### config.mk
export PLATFORM = sky130hd
export DESIGN_NAME = shift_tx_ctrl
export DESIGN_NICKNAME = d
export VERILOG_FILES = /design/src/rtl/shift_tx_ctrl.sv
export SDC_FILE = /design/constraint.sdc
export NUM_CORES = 1
export LEC_CHECK = 0
export CAP_MARGIN = 10
export CORE_MARGIN = 5
export CORE_UTILIZATION = 45
export CTS_CLUSTER_SIZE = 12
export DETAILED_ROUTE_END_ITERATION = 10
export PLACE_DENSITY = 0.8
export RECOVER_POWER = 100
export SETUP_SLACK_MARGIN = 0.4
export SYNTH_ARGS = -nofsm -noshare
export SYNTH_HDL_FRONTEND = slang
export SYNTH_SLANG_ARGS = --single-unit
### constraint.sdc
create_clock -name CLK -period 2.05 [get_ports CLK]
set_input_delay 0.5125 -clock CLK [delete_from_list [all_inputs] [get_ports CLK]]
set_output_delay 0.5125 -clock CLK [all_outputs]
set_load 0.03 [all_outputs]
### src/rtl/shift_tx_ctrl.sv
// Parallel-to-serial transmit controller: loads a WIDTH-bit word on a
// valid/ready handshake and shifts it out one bit per cycle, then pulses DONE.
// Define SHIFT_TX_CTRL_PARITY_EN to append an even-parity bit after the data bits.
module shift_tx_ctrl #(
    parameter int WIDTH     = 8,
    parameter bit LSB_FIRST = 1'b1
) (
    input  logic             CLK,
    input  logic             RST,
    input  logic [WIDTH-1:0] DATA_IN,
    input  logic             LOAD_VALID,
    output logic             LOAD_READY,
    output logic             DOUT,
    output logic             DOUT_VALID,
    output logic             BUSY,
    output logic             DONE
);

    localparam int             CW   = $clog2(WIDTH);
    localparam logic [CW-1:0]  LAST = CW'(WIDTH - 1);

`ifdef SHIFT_TX_CTRL_PARITY_EN
    typedef enum logic [1:0] {
        S_IDLE   = 2'd0,
        S_SHIFT  = 2'd1,
        S_DONE   = 2'd2,
        S_PARITY = 2'd3
    } state_t;
`else
    typedef enum logic [1:0] {
        S_IDLE  = 2'd0,
        S_SHIFT = 2'd1,
        S_DONE  = 2'd2
    } state_t;
`endif

    state_t           state;
    state_t           state_nxt;
    logic [WIDTH-1:0] shift_q;
    logic [CW-1:0]    bit_cnt;
    logic             accept;

`ifdef SHIFT_TX_CTRL_PARITY_EN
    logic             parity_q;
`endif

    assign accept = LOAD_VALID && (state == S_IDLE);

    // NOTE: sequential state uses non-blocking assignments so every register
    // samples the pre-edge values of its neighbours.
    always_ff @(posedge CLK) begin
        if (RST) begin
            state <= S_IDLE;
        end else begin
            state <= state_nxt;
        end
    end

    // NOTE: every output of this block gets a default first, so no path can
    // leave a variable unassigned and infer a latch.
    always_comb begin
        state_nxt = state;
        unique case (state)
            S_IDLE:   if (accept) state_nxt = S_SHIFT;
`ifdef SHIFT_TX_CTRL_PARITY_EN
            S_SHIFT:  if (bit_cnt == LAST) state_nxt = S_PARITY;
            S_PARITY: state_nxt = S_DONE;
`else
            S_SHIFT:  if (bit_cnt == LAST) state_nxt = S_DONE;
`endif
            S_DONE:   state_nxt = S_IDLE;
            default:  state_nxt = S_IDLE;
        endcase
    end

    // The counter saturates at LAST; it is cleared again on the next accept.
    always_ff @(posedge CLK) begin
        if (RST) begin
            shift_q <= '0;
            bit_cnt <= '0;
`ifdef SHIFT_TX_CTRL_PARITY_EN
            parity_q <= 1'b0;
`endif
        end else if (accept) begin
            shift_q <= DATA_IN;
            bit_cnt <= '0;
`ifdef SHIFT_TX_CTRL_PARITY_EN
            parity_q <= ^DATA_IN;
`endif
        end else if (state == S_SHIFT) begin
            shift_q <= LSB_FIRST ? {1'b0, shift_q[WIDTH-1:1]}
                                 : {shift_q[WIDTH-2:0], 1'b0};
            if (bit_cnt != LAST) begin
                bit_cnt <= bit_cnt + CW'(1);
            end
        end
    end

    always_comb begin
        LOAD_READY = 1'b0;
        DOUT       = 1'b0;
        DOUT_VALID = 1'b0;
        BUSY       = 1'b1;
        DONE       = 1'b0;
        unique case (state)
            S_IDLE: begin
                LOAD_READY = 1'b1;
                BUSY       = 1'b0;
            end
            S_SHIFT: begin
                DOUT_VALID = 1'b1;
                DOUT       = LSB_FIRST ? shift_q[0] : shift_q[WIDTH-1];
            end
`ifdef SHIFT_TX_CTRL_PARITY_EN
            S_PARITY: begin
                DOUT_VALID = 1'b1;
                DOUT       = parity_q;
            end
`endif
            S_DONE:  DONE = 1'b1;
            default: BUSY = 1'b0;
        endcase
    end

endmodule

==> key figures <==
Placed design
  – Pre-CTS setup slack: 0.167 ns
  – Placed inst area: 806 um^2
  – Detailed placer's ending HPWL: 964 um
  – Port Buffer Count: 15
  – Placer Congestion: 0.763

Detailed routing
  – Via-to-Cell Ratio: 5.31
  – Routed Antenna Nets: 0
  – DRC: 0
  – Final WL: 1380 um
  – 1st-iter DRT viols: 9
  – Drt first pass iters: 6
  – DR WL/cell: 13.7 um
  – Via count: 536

Synthesis
  – Top cell type's share of synthesized area: 39.3%
  – Synth warn: 0
  – Synth Instances: 67
  – Yosys reg bits: 13
  – Sequential share of the synthesized area: 39.3%
  – Net Count, Synth: 84
  – Syn Std Cell Area: 662 um^2
  – Top post-synthesis cells by area: dfxtp_1 39%, mux2i_1 14%, ha_1 11%
  – Yosys top cell by area: dfxtp_1
  – Synth cell types: 21
  – Mean area per synthesized cell: 9.88 um^2

Cells and area
  – Fin nets: 104
  – N_diodes: 0
  – Final core utilization: 63.2%
  – Cell area after layout: 853 um^2
  – Layout Area Growth over Synthesis: 28.9%
  – Share of layout cells above drive strength 1: 16.3%

Global routing
  – Largest net degree at the start of global routing: 16
  – Initial antenna violation count: 0
  – First-pass GRT wire length: 2270 um
  – Vias in the first global route: 544
  – GRT overflow: 0
  – GRT Util Overall: 11.8%

Pwr
  – Static leakage: 0.337 nW
  – VDD IR max: 0.445 mV
  – Pwr per Cell Area: 752 nW/um^2

Run status
  – Run status: finished clean

Setup path
  – Max FO, Critical Path: 5
  – WP data required: 1.54 ns
  – R2R Setup Slk: 0.30 ns
  – R2r worst-path depth: 7
  – Reg2Reg Capture Point: bit_cnt[2]
  – Critical Path Sink Type: primary output
  – Critical Path Start Type: flip-flop
  – Reg-to-reg startpoint: state[1]
  – Critical path arrival: 1.32 ns
  – Crit Path Class: flip-flop to primary output

Die
  – Die footprint: 2340 um^2
  – Initial core utilization: 49.0%
  – Chip width: 48.4 um
  – # IOs: 16
  – # rows: 13
  – Die H: 48.4 um
  – Core box area: 1350 um^2

Timing
  – Post-route minimum period: 1.84 ns
  – Sum of negative setup slack: 0 ns
  – Fmax: 544 MHz
  – Slew Limit Fails: 0
  – Final hold violations: 0
  – Crit share post-route: 89.6%
  – Final setup margin: 0.213 ns
  – Worst slew pin tran: 0.492 ns
  – Relative slew slack: 67.1%
  – RSZ-0062 raised after global routing: true
  – Final setup fails: 0
  – Skew final: 0.000811 ns

Min path
  – Hold depth: 2
  – Hold Crit Endpoint: shift_q[7]
  – Hold Startpoint: shift_q[7]
  – Worst hold-check path type: flip-flop to flip-flop

Clock tree
  – CTS Buf Count: 3
  – Clk root buf: clkbuf_4
  – H-tree Lvls: 1
  – CTS tree: yes
  – Clock-pin slew on the worst setup and hold paths: 0.07 ns
  – CTS max path bufs: 2
  – CTS Sinks: 13
  – Worst skew pair latency: 0.27 ns

Flow run
  – Max_cap viols: 0
[cell usage after synthesis]
library cell and instances:
a211oi_1 7, a21oi_1 3, and2_1 2, buf_1 1, buf_4 1, buf_6 2, dfxtp_1 13, ha_1 6
inv_1 2, mux2i_1 9, nand2_1 1, nand2_2 1, nand2b_1 1, nand3b_1 2, nor2_1 6, nor2_2 2
nor2b_1 1, nor2b_2 1, nor3_1 4, o21ai_1 1, xnor2_1 1
[logic make-up after synthesis]
family	Yosys count	share of synthesized area (%)
AND/OR/NAND/NOR	21	17.2
flip-flops	13	39.3
AO/OA/AOI/OAI	11	11.0
multiplexers	9	13.6
buffers and inverters	6	6.24
adder cells (fa/ha/maj)	6	11.3
XOR/XNOR	1	1.32
[through the flow]
stage / hold slack [ns] / total power, W / cells
2_1_floorplan: 0.463 / 0.000440 / 67
6_report: 0.499 / 0.000641 / 101
4_1_cts: 0.504 / 0.000651 / 101
3_3_place_gp: 0.477 / 0.000482 / 94
5_1_grt: 0.515 / 0.000674 / 101
3_5_place_dp: 0.492 / 0.000485 / 94
[where the power goes]
group,switching [W],leakage [nW],internal [W]
Clock,0.0000793,0.0150,0.0000754
Combinational,0.000103,0.215,0.0000916
Sequential,0.0000152,0.107,0.000277
[layout by cell type (no fill, tap or decap), types with 2 or more instances in the layout]
| cell | instances |
|---|---|
| dfxtp_1 | 13 |
| mux2i_1 | 9 |
| clkdlybuf4s50_1 | 9 |
| a211oi_1 | 7 |
| nor2_1 | 6 |
| ha_1 | 5 |
| nor3_1 | 4 |
| clkbuf_1 | 4 |
| buf_4 | 4 |
| a21oi_1 | 3 |
| clkbuf_4 | 3 |
| nand2_1 | 2 |
| nor2_2 | 2 |
| nor2b_1 | 2 |
| nand3b_1 | 2 |
[per-layer routing]
layer | up-vias | wire (um) | share of wire (%) | track usage (%)
met3 | 0 | 79 | 5.7 | 3.36
met4 | 0 | 0 | 0 | 6.91
met5 | - | 0 | 0 | 0
li1 | 272 | - | - | -
met2 | 12 | 739 | 54 | 20.7
met1 | 252 | 562 | 41 | 12.2
[worst max path at each step]
stage,startpoint,end,slack [ns],cells after the start
after floorplan,state[1],DOUT,0.45,4
after global placement,state[0],BUSY,0.20,3
after detailed placement,state[0],BUSY,0.17,3
after CTS,state[0],BUSY,0.35,3
after global routing,state[0],LOAD_READY,0.15,3
final,state[0],LOAD_READY,0.21,3
[area by class of cell]
| class | count | area (um^2) |
|---|---|---|
| flip-flops and latches | 13 | 260 |
| fillers | 114 | 497 |
| inverters | 2 | 10.0 |
| clock buffers | 4 | 26.3 |
| multi-input cells | 48 | 370 |
| well taps | 15 | 18.8 |
| repair buffers | 19 | 168 |
[sequential cells by signal, summed over array words and instances, names as in the netlist]
signal   flops
state        2
shift_q      8
bit_cnt      3
[worst max-delay path, stage by stage (launching register included)]
cell	delay [ns]
dfxtp_1	0.35
inv_1	0.13
ha_1	0.24
clkbuf_1	0.33
[repair_timing]
| item | CTS | global route |
|---|---|---|
| setup buffers | 3 | 0 |
| resized for setup | 27 | 10 |
| cloned | 0 | 0 |
| setup endpoints to repair | 5 | 7 |
| endpoints found under the hold margin | 0 | 0 |
| pin swaps | 1 | 1 |
| hold buffers | 0 | 0 |
(Power assumes the default switching activity.)
